[config.mk]
export PLATFORM = sky130hd
export DESIGN_NAME = gen_511k_frac
export DESIGN_NICKNAME = d
export VERILOG_FILES = /design/src/rtl/glonass_pkg.sv /design/src/rtl/frac_phase_acc.sv /design/src/rtl/gen_511k_frac.sv
export SDC_FILE = /design/constraint.sdc
export NUM_CORES = 1
export LEC_CHECK = 0
export BUFFER_PORTS_ARGS = -buffer_cell sky130_fd_sc_hd__buf_4
export CAP_MARGIN = 15
export CORE_ASPECT_RATIO = 1.4
export CORE_MARGIN = 1.5
export CORE_UTILIZATION = 30
export CTS_CLUSTER_DIAMETER = 100
export DETAILED_ROUTE_END_ITERATION = 10
export SLEW_MARGIN = 15
export SYNTH_ARGS = -nofsm -noshare
export SYNTH_HDL_FRONTEND = slang
export SYNTH_HIERARCHICAL = 1
export SYNTH_SLANG_ARGS = --single-unit
[constraint.sdc]
create_clock -name clk -period 4 [get_ports clk]
set_clock_uncertainty 0.2 [all_clocks]
set_input_delay 0.4 -clock clk [delete_from_list [all_inputs] [get_ports clk]]
set_output_delay 0.4 -clock clk [all_outputs]
set_load 0.02 [all_outputs]
[src/rtl/glonass_pkg.sv]
// Shared constants for the GLONASS signal path.
// The chip-rate ratio is reduced by gcd so that the fractional divider
// uses the smallest accumulator that still gives an exact output rate.
package glonass_pkg;

  localparam int unsigned SYS_CLK_HZ  = 5_000_000;
  localparam int unsigned GLO_CHIP_HZ = 511_000;

  // Greatest common divisor, evaluated at elaboration time.
  function automatic int unsigned gcd(input int unsigned a, input int unsigned b);
    int unsigned x;
    int unsigned y;
    int unsigned t;
    x = a;
    y = b;
    while (y != 0) begin
      t = x % y;
      x = y;
      y = t;
    end
    return x;
  endfunction

  // Reduced ratio SYS_CLK_HZ / GLO_CHIP_HZ = 5000 / 511.
  localparam int unsigned GLO_MOD = SYS_CLK_HZ / gcd(SYS_CLK_HZ, GLO_CHIP_HZ);
  localparam int unsigned GLO_INC = GLO_CHIP_HZ / gcd(SYS_CLK_HZ, GLO_CHIP_HZ);

  // Registered output pair of the generator.
  typedef struct packed {
    logic clk;
    logic tick;
  } gen_out_t;

endpackage

[src/rtl/frac_phase_acc.sv]
// Modulo phase accumulator: acc advances by INC every clk and wraps at MOD.
// acc_d is the value acc_q will take at the next edge; wrap flags that this
// edge subtracts MOD.
module frac_phase_acc
  import glonass_pkg::*;
#(
  parameter int unsigned MOD = GLO_MOD,
  parameter int unsigned INC = GLO_INC,
  localparam int unsigned ACC_W = $clog2(MOD + INC)
) (
  input  logic             clk,
  input  logic             rst_n,
  output logic [ACC_W-1:0] acc_q,
  output logic [ACC_W-1:0] acc_d,
  output logic             wrap
);

  localparam logic [ACC_W-1:0] MOD_W = ACC_W'(MOD);
  localparam logic [ACC_W-1:0] INC_W = ACC_W'(INC);

  // Reject increments that would leave one phase of the output empty.
  if (INC == 0 || INC > MOD / 2) begin : g_bad_inc
    $error("frac_phase_acc: INC must satisfy 0 < INC <= MOD/2");
  end

  logic [ACC_W-1:0] sum;

  // Next accumulator value; ACC_W covers MOD+INC so the sum never overflows.
  always_comb begin
    // NOTE: every always_comb output gets a value on every path, so no latch is inferred.
    sum   = acc_q + INC_W;
    wrap  = (sum >= MOD_W);
    acc_d = wrap ? (sum - MOD_W) : sum;
  end

  // Accumulator register, cleared asynchronously so phase restarts at 0.
  always_ff @(posedge clk or negedge rst_n) begin
    // NOTE: sequential state uses non-blocking assignment so all registers update together.
    if (!rst_n) begin
      acc_q <= '0;
    end else begin
      acc_q <= acc_d;
    end
  end

endmodule

[src/rtl/gen_511k_frac.sv]
// Fractional-N 511 kHz generator from the 5 MHz system clock.
// The output is high while the accumulator sits in the upper half of its
// range, giving INC rising edges per MOD clocks with one-cycle jitter.
module gen_511k_frac
  import glonass_pkg::*;
#(
  parameter int unsigned MOD = GLO_MOD,
  parameter int unsigned INC = GLO_INC
) (
  input  logic clk,
  input  logic rst_n,
  output logic clk_511k,
  output logic tick_511k
);

  localparam int unsigned      ACC_W  = $clog2(MOD + INC);
  localparam logic [ACC_W-1:0] HALF_W = ACC_W'(MOD / 2);
  localparam logic [ACC_W-1:0] INC_W  = ACC_W'(INC);

  logic [ACC_W-1:0] acc_q;
  logic [ACC_W-1:0] acc_d;
  logic             wrap;
  gen_out_t         out_q;
  gen_out_t         out_d;

  frac_phase_acc #(
    .MOD (MOD),
    .INC (INC)
  ) u_acc (
    .clk   (clk),
    .rst_n (rst_n),
    .acc_q (acc_q),
    .acc_d (acc_d),
    .wrap  (wrap)
  );

  // Output level follows the next accumulator value so clk_511k and acc stay aligned.
  always_comb begin
    out_d      = '0;
    out_d.clk  = (acc_d >= HALF_W);
    out_d.tick = out_d.clk & ~out_q.clk;
  end

  // Output registers; reset drops both outputs immediately.
  always_ff @(posedge clk or negedge rst_n) begin
    // NOTE: asynchronous reset lets outputs fall without waiting for a clk edge.
    if (!rst_n) begin
      out_q <= '0;
    end else begin
      out_q <= out_d;
    end
  end

  assign clk_511k  = out_q.clk;
  assign tick_511k = out_q.tick;

  // After a wrap the remainder is always below INC, since acc_q < MOD.
  a_wrap_remainder : assert property (
    @(posedge clk) disable iff (!rst_n) wrap |-> (acc_d < INC_W)
  );

endmodule

==> results of run 1 <==
[cell type report]
cell class              count  area (µm²)  area share [%]
multi-input cells          90         689            56.2
well taps                  42        52.6            4.29
inverters                   6        22.5            1.84
flip-flops and latches     15         375            30.6
repair buffers              5        40.0            3.27
clock buffers               3        41.3            3.37
clock inverters             1        5.00           0.408
[power by group]
| group | internal (µW) | switching, µW | total [µW] |
|---|---|---|---|
| sequential | 152 | 0 | 152 |
| clock | 68.7 | 47.0 | 116 |
| combinational | 1.30 | 2.82 | 4.12 |
| total | 222 | 49.8 | 272 |
[cell usage after synthesis (all sizes together), types with 2 or more instances]
| cell | count |
|---|---|
| xor2 | 8 |
| nand3 | 2 |
| mux2i | 2 |
| dfrtp | 15 |
| o22a | 2 |
| ha | 3 |
| nor4 | 3 |
| nor2 | 5 |
| o21ai | 6 |
| nor2b | 2 |
| o21a | 3 |
| nor3 | 3 |
| clkbuf | 2 |
| a21oi | 3 |
| a22oi | 2 |
| nand2 | 4 |
| nor4b | 2 |
| o31ai | 2 |
| o22ai | 3 |
| a211oi | 2 |
| o211ai | 5 |
| xnor2 | 6 |
| buf | 3 |
| or3 | 3 |
| o31a | 2 |
| or4 | 2 |
| inv | 6 |
[how the worst min path moves through the flow]
| stage | end | cells past startpoint |
|---|---|---|
| global placement | u_acc/acc_q[1] | 1 |
| global route | u_acc/acc_q[2] | 2 |
| CTS | u_acc/acc_q[1] | 2 |
| floorplan | clk_511k | 0 |
| finish | u_acc/acc_q[1] | 2 |
| detailed placement | u_acc/acc_q[1] | 1 |
[stage by stage]
stage / hold WS [ns] / power, µW / instances / utilization, %
2_1_floorplan: -0.0956 / 155 / 116 / -
3_3_place_gp: 0.0582 / 158 / 157 / 32.4
3_5_place_dp: 0.0608 / 158 / 157 / 32.4
4_1_cts: 0.341 / 277 / 162 / 34.0
5_1_grt: 0.353 / 283 / 162 / 34.0
6_report: 0.340 / 272 / 162 / 34.0
[metal layers]
layer,track usage [%],vias to the layer above
li1,-,449
met5,0,-
met2,21.7,39
met1,16.1,449
met3,0.794,10
met4,8.06,0
[registers in the layout (all words and copies together), names as in the netlist]
signal,cells
tick_511k,1
u_acc/acc_q,13
clk_511k,1
[cells by family (layout without fill, tap and decap cells)]
kind of cell | Yosys count | after routing | share of synthesized area, %
AO/OA/AOI/OAI | 37 | 37 | 26.6
multiplexers | 2 | 2 | 1.80
AND/OR/NAND/NOR | 34 | 34 | 19.3
buffers and inverters | 11 | 15 | 4.06
flip-flops | 15 | 15 | 33.8
adder cells (fa/ha/maj) | 3 | 3 | 3.38
XOR/XNOR | 14 | 14 | 11.0
[critical path, stage by stage (launching register included)]
cell and delay, ns:
sky130_fd_sc_hd__dfrtp_1 0.44, sky130_fd_sc_hd__inv_1 0.11, sky130_fd_sc_hd__ha_1 0.24, sky130_fd_sc_hd__or3b_1 0.41, sky130_fd_sc_hd__xor2_1 0.25, sky130_fd_sc_hd__ha_1 0.29
sky130_fd_sc_hd__nor2b_1 0.20, sky130_fd_sc_hd__a32oi_1 0.10, sky130_fd_sc_hd__o21ba_4 0.25, sky130_fd_sc_hd__o21a_4 0.20, sky130_fd_sc_hd__mux2i_1 0.14, sky130_fd_sc_hd__nor4_2 0.29
sky130_fd_sc_hd__nor2_1 0.08, sky130_fd_sc_hd__or3_1 0.34
==> metrics.md, run 1 <==
| Metric | Value |
|---|---|
| Grt total ovfl | `0` |
| Total standard cell area after synthesis | `0.00111 mm²` |
| Final critical delay including setup and external delays | `3.67 ns` |
| Cts hold-fix bufs | `1` |
| Register bit count reported by yosys | `15` |
| Yosys Warn Count | `6` |
| Part of the Yosys area used for sequential elements | `33.8%` |
| Post-placement setup slack | `0.400 ns` |
| Number of port buffers | `3` |
| Post-Syn Instances | `116` |
| Post-synth EDFFs | `0` |
| Leading area contributor after synthesis | `sky130_fd_sc_hd__dfrtp_1` |
| Core Rows | `26` |
| # fillers | `362` |
| Total CTS buffers | `3` |
| Clock tree from TritonCTS | `built` |
| Syn Nets | `121` |
| Antenna-violating nets left | `0` |
| Maximum count of clock buffers along a single path | `2` |
| Routability congestion estimate | `0.842` |
| Yosys top cell area share | `33.8%` |
| Clk root buf | `sky130_fd_sc_hd__clkbuf_8` |
| Critical path endpoint | `clk_511k` |
| Result of the run | `finished, final reports clean` |
| Pwr/cell area | `222 mW/mm²` |
| Top layer reached by signal wires | `met4` |
| Most area-consuming cells after synthesis | `sky130_fd_sc_hd__dfrtp_1, sky130_fd_sc_hd__xor2_1, sky130_fd_sc_hd__xnor2_1` |
| Worst setup EP type | `register` |
| Detail Route met3 WL | `94 µm` |
| First-pass GRT wire length | `3.92 mm` |
| Final hold vios | `0` |
| Commonest non-fill, non-tap cells in the layout | `sky130_fd_sc_hd__dfrtp_1, sky130_fd_sc_hd__xor2_1, sky130_fd_sc_hd__inv_1, sky130_fd_sc_hd__xnor2_1` |
| Max-capacitance violation count | `0` |
| Vias per cell | `5.85` |
| RSZ-0062 raised after global routing | `no` |
| Cell area after layout | `0.00123 mm²` |
| Worst Setup Path Type | `reg2reg` |
| Reg clk slew, reported paths | `0.06 ns` |
| Sum Neg Setup Slack | `0 ns` |
| DR WL/cell | `14.7 µm` |
| Setup slack after layout | `0.334 ns` |
| DRC Markers | `0` |
| Number of DRC markers in iteration 0 | `56` |
| Worst VDD drop | `0.165 mV` |
| Clock Latency Late Sink | `0.24 ns` |
| P_leak | `0.000468 µW` |
| Number of levels in the clock H-tree | `1` |
| Slew @ Worst Pin | `0.564 ns` |
| Horizontal die dimension | `54.4 µm` |
| Core ar. | `0.00361 mm²` |
| Startpoint class of the critical path | `register` |
| Via count of the first global-routing pass | `844` |
| Clk sinks | `15` |
| Most common cell after layout, fill and taps aside | `sky130_fd_sc_hd__dfrtp_1` |
| Startpoint of the worst register-to-register path | `u_acc/acc_q[0]` |
| Post-CTS setup buffer count | `0` |
| Number of antenna violations at the first check in global routing | `0` |
| Critical register-to-register path endpoint | `clk_511k` |
| Detailed-route wire length on metal 1 | `950 µm` |
| Synth-to-Final Area Change | `10.5%` |
| Total length of routed met2 wires | `1.26 mm` |
| Boundary pin count | `4` |
| Die Outline Area | `0.00408 mm²` |
| Share of layout cells above drive strength 1 | `12.5%` |
| Total wirelength of the detailed-routed design | `2.39 mm` |
| Worst min-delay path category | `in2async` |
| Highest achievable clock rate | `273 MHz` |
| Total count of max-transition violations in the final report | `0` |
| Estimated wirelength of the detail-placed design | `1.87 mm` |
| Fin nets | `126` |
| Async SR Flop Fraction | `100%` |
| FF-to-FF path depth | `13` |
| Number of distinct standard cells referenced by the synthesized netlist | `49` |
| Total vias in the final route | `947` |
| Startpoint of the most critical setup path | `u_acc/acc_q[0]` |
| Required time at the endpoint of the critical path | `3.92 ns` |
| Gr usage total | `13.0%` |
| Tightest slew margin relative to the limit | `62.2%` |
| Starting Density | `30.7%` |
| Average instance area after synthesis | `9.57 µm²` |
| Maximum number of pins on one net before global-route repair | `16` |
| Main flop type after synthesis | `sky130_fd_sc_hd__dfrtp_1` |
| Setup violation total in the final timing report | `0` |
| Post-Place Cell Area | `0.00117 mm²` |
| Crit-path max FO | `7` |
| ANT cells | `0` |
| Part of the cycle the worst path needs | `91.6%` |
| Resized Gates After CTS | `0` |
| 1st-pass router iterations | `4` |
| Arr. time, crit path | `3.58 ns` |
| Die outline height | `75.0 µm` |
| Worst reg2reg setup slack | `0.33 ns` |
(Power assumes the default switching activity.)
==> run 2: changes to the inputs <==
- GPL_TIMING_DRIVEN: not set -> 0
==> run 2 against run 1 <==
Against the previous run:
- first-iteration DRC count fell by 45%
- count of clock-buffer cells in the layout is 1 higher
- flip-flop and latch count stayed put
- largest power group unchanged
- final cell count is 2.5% higher
- die area did not move
- setup slack worse by 0.074 ns
- non-clock buffer count up 4
- sequential share of layout area is 0.76 points lower
- wire length decreased by 0.80%
- via count fell by 3.0%
- design area is 2.6% higher
- core utilization up 0.87 points
==> metrics.md, run 2 (same netlist as run 1, synthesis figures left out) <==
| Metric | Value |
|---|---|
| Share of layout cells above drive strength 1 | `15.3% (+2.8 points)` |
| Most common cell after layout, fill and taps aside | `sky130_fd_sc_hd__dfrtp_1` |
| Number of DRC markers in iteration 0 | `31 (-45%)` |
| Post-Place Cell Area | `0.00118 mm² (+1.3%)` |
| Clk root buf | `sky130_fd_sc_hd__clkbuf_8` |
| Number of port buffers | `3 (unchanged)` |
| 1st-pass router iterations | `4 (unchanged)` |
| DR WL/cell | `14.3 µm (-3.2%)` |
| Worst hold stages | `2` |
| FF-to-FF path depth | `14 (+1)` |
| Worst reg2reg setup slack | `0.26 ns (-0.07 ns)` |
| Gr usage total | `13.2% (+0.17 points)` |
| Tightest slew margin relative to the limit | `62.7% (+0.42 points)` |
| Result of the run | `finished, final reports clean` |
| P_leak | `0.000475 µW (+1.4%)` |
| Synth-to-Final Area Change | `13.3%` |
| Clk sinks | `15 (unchanged)` |
| Slew @ Worst Pin | `0.552 ns (-0.0120 ns)` |
| Part of the cycle the worst path needs | `93.5% (+1.8 points)` |
| Startpoint class of the critical path | `register` |
| Worst min-delay path category | `reg2reg` |
| Critical register-to-register path endpoint | `clk_511k` |
| Total count of max-transition violations in the final report | `0 (unchanged)` |
| Final critical delay including setup and external delays | `3.74 ns (+0.0738 ns)` |
| Vias per cell | `5.54 (-5.3%)` |
| Number of buffers and inverters on the critical path | `2 (+1)` |
| Cell area after layout | `0.00126 mm² (+2.6%)` |
| DRC Markers | `0 (unchanged)` |
| Maximum count of clock buffers along a single path | `2 (unchanged)` |
| Ordered list of cells on the worst path | `inv_1 > ha_1 > or3b_1 > buf_2 > xor2_2 > ha_1 > nor2b_2 > a32oi_2 > o21ba_4 > o21a_4 > mux2i_1 > nor4_2 > nor2_1 > or3_1` |
| Worst path slowest cell | `sky130_fd_sc_hd__dfrtp_1` |
| Arr. time, crit path | `3.66 ns (+0.08 ns)` |
| Final Instance Count excl. Fillers | `166 (+2.5%)` |
| Post-CTS setup buffer count | `0 (unchanged)` |
| Startpoint of the worst register-to-register path | `u_acc/acc_q[0]` |
| Number of antenna violations at the first check in global routing | `0 (unchanged)` |
| Min-delay src | `clk_511k` |
| Starting Density | `30.7% (unchanged)` |
| Crit-path max FO | `9 (+2)` |
| ANT cells | `0 (unchanged)` |
| Die Outline Area | `0.00408 mm² (unchanged)` |
| Slowest cell delay on critical path | `0.44 ns (about the same)` |
| Family with the most delay on the worst path | `simple AND/OR/NAND/NOR gates` |
| Required time at the endpoint of the critical path | `3.92 ns (about the same)` |
| Boundary pin count | `4 (unchanged)` |
| Grt total ovfl | `0 (unchanged)` |
| Max-capacitance violation count | `0 (unchanged)` |
| Fin nets | `130 (+3.2%)` |
| Antenna-violating nets left | `0 (unchanged)` |
| Horizontal die dimension | `54.4 µm (unchanged)` |
| Top reg by flops | `u_acc/acc_q` |
| Reg clk slew, reported paths | `0.06 ns (about the same)` |
| Total CTS buffers | `3 (unchanged)` |
| Commonest non-fill, non-tap cells in the layout | `sky130_fd_sc_hd__dfrtp_1, sky130_fd_sc_hd__xor2_1, sky130_fd_sc_hd__inv_1, sky130_fd_sc_hd__xnor2_1` |
| Pwr/cell area | `219 mW/mm² (-1.1%)` |
| Clock Latency Late Sink | `0.24 ns (about the same)` |
| Worst VDD drop | `0.301 mV (+82%)` |
| Estimated wirelength of the detail-placed design | `1.89 mm (+0.88%)` |
| Maximum number of pins on one net before global-route repair | `16 (unchanged)` |
| Total vias in the final route | `919 (-3.0%)` |
| Pwr Total | `276 µW (+1.5%)` |
| Worst Setup Path Type | `reg2reg` |
| Total wirelength of the detailed-routed design | `2.37 mm (-0.80%)` |
| Flip-flop count of the largest register, all copies and words added | `13 (unchanged)` |
| Number of levels in the clock H-tree | `1 (unchanged)` |
| Routability congestion estimate | `0.867 (+3.0%)` |
| Core ar. | `0.00361 mm² (unchanged)` |
| Highest achievable clock rate | `267 MHz (-2.0%)` |
| First-pass GRT wire length | `4.00 mm (+2.1%)` |
| Placed instance count | `161 (+2.5%)` |
| Via count of the first global-routing pass | `868 (+2.8%)` |
| Core Rows | `26 (unchanged)` |
| Clock tree from TritonCTS | `built` |
| Hold worst-path end | `tick_511k` |
| Setup violation total in the final timing report | `0 (unchanged)` |
| Most common cell type on the critical path | `sky130_fd_sc_hd__ha_1` |
| Final hold vios | `0 (unchanged)` |
| Die outline height | `75.0 µm (unchanged)` |
| Worst setup EP type | `register` |
==> run 2: cell count changes in the layout (fill, tap and decap cells not counted) <==
cell	change
sky130_fd_sc_hd__a32oi_2	+1
sky130_fd_sc_hd__clkbuf_1	+3
sky130_fd_sc_hd__nor2b_2	+1
sky130_fd_sc_hd__xor2_1	-1
sky130_fd_sc_hd__xor2_2	+1
sky130_fd_sc_hd__a32oi_1	-1
sky130_fd_sc_hd__clkinv_2	-1
sky130_fd_sc_hd__nor2b_1	-1
sky130_fd_sc_hd__buf_2	+3
sky130_fd_sc_hd__buf_4	-1
==> run 2: tightest hold or removal path, stage by stage (launching register included) <==
cell and delay (ns):
sky130_fd_sc_hd__dfrtp_1 0.35, sky130_fd_sc_hd__inv_1 0.04, sky130_fd_sc_hd__o31a_2 0.10
==> run 2: routing by layer <==
layer / vias up / track usage (%) / wire length [µm]
met5: - / 0 / 0
met4: 0 / 4.44 / 24
met3: 2 / 1.19 / 35
met2: 13 / 24.0 / 1300
met1: 451 / 15.9 / 1010
li1: 453 / - / -
==> run 2: area by class of cell <==
class	instances	area [µm²]
plain buffers	5	22.5
multi-input cells	90	707
well taps	42	52.6
inverters	6	22.5
fillers	361	2350
flip-flops and latches	15	375
clock buffers	4	45.0
repair buffers	4	32.5
==> run 2: how the worst max path moves through the flow <==
stage	slack (ns)	cells after the start	start	end
4_1_cts	0.21	14	u_acc/acc_q[0]	clk_511k
5_1_grt	-0.008	14	u_acc/acc_q[0]	clk_511k
2_1_floorplan	0.61	14	u_acc/acc_q[0]	clk_511k
6_report	0.26	14	u_acc/acc_q[0]	clk_511k
3_5_place_dp	0.24	14	u_acc/acc_q[0]	clk_511k
3_3_place_gp	0.27	14	u_acc/acc_q[0]	clk_511k
==> run 2: metrics by stage <==
| step | setup WS [ns] | TNS (ns) | util, % | hold WS, ns |
|---|---|---|---|---|
| after floorplan | 0.615 | 0 | - | -0.0956 |
| after global placement | 0.268 | 0 | 32.8 | 0.0635 |
| after detailed placement | 0.239 | 0 | 32.8 | 0.0659 |
| after CTS | 0.207 | 0 | 34.3 | 0.341 |
| after global routing | -0.00792 | -0.00792 | 34.8 | 0.366 |
| final | 0.261 | 0 | 34.8 | 0.332 |
==> run 2: power by group <==
part / internal [µW] / leakage (µW) / switching, µW
clock: 70.3 / 0.0000228 / 49.3
sequential: 152 / 0.000190 / 0
combinational: 1.30 / 0.000262 / 2.97
total: 223 / 0.000475 / 52.3
==> run 2: repair_timing <==
action / CTS / global route
hold buffers: 1 / 0
gates resized for setup: 0 / 3
endpoints found under the setup margin: 0 / 2
hold endpoints to repair: 15 / 0
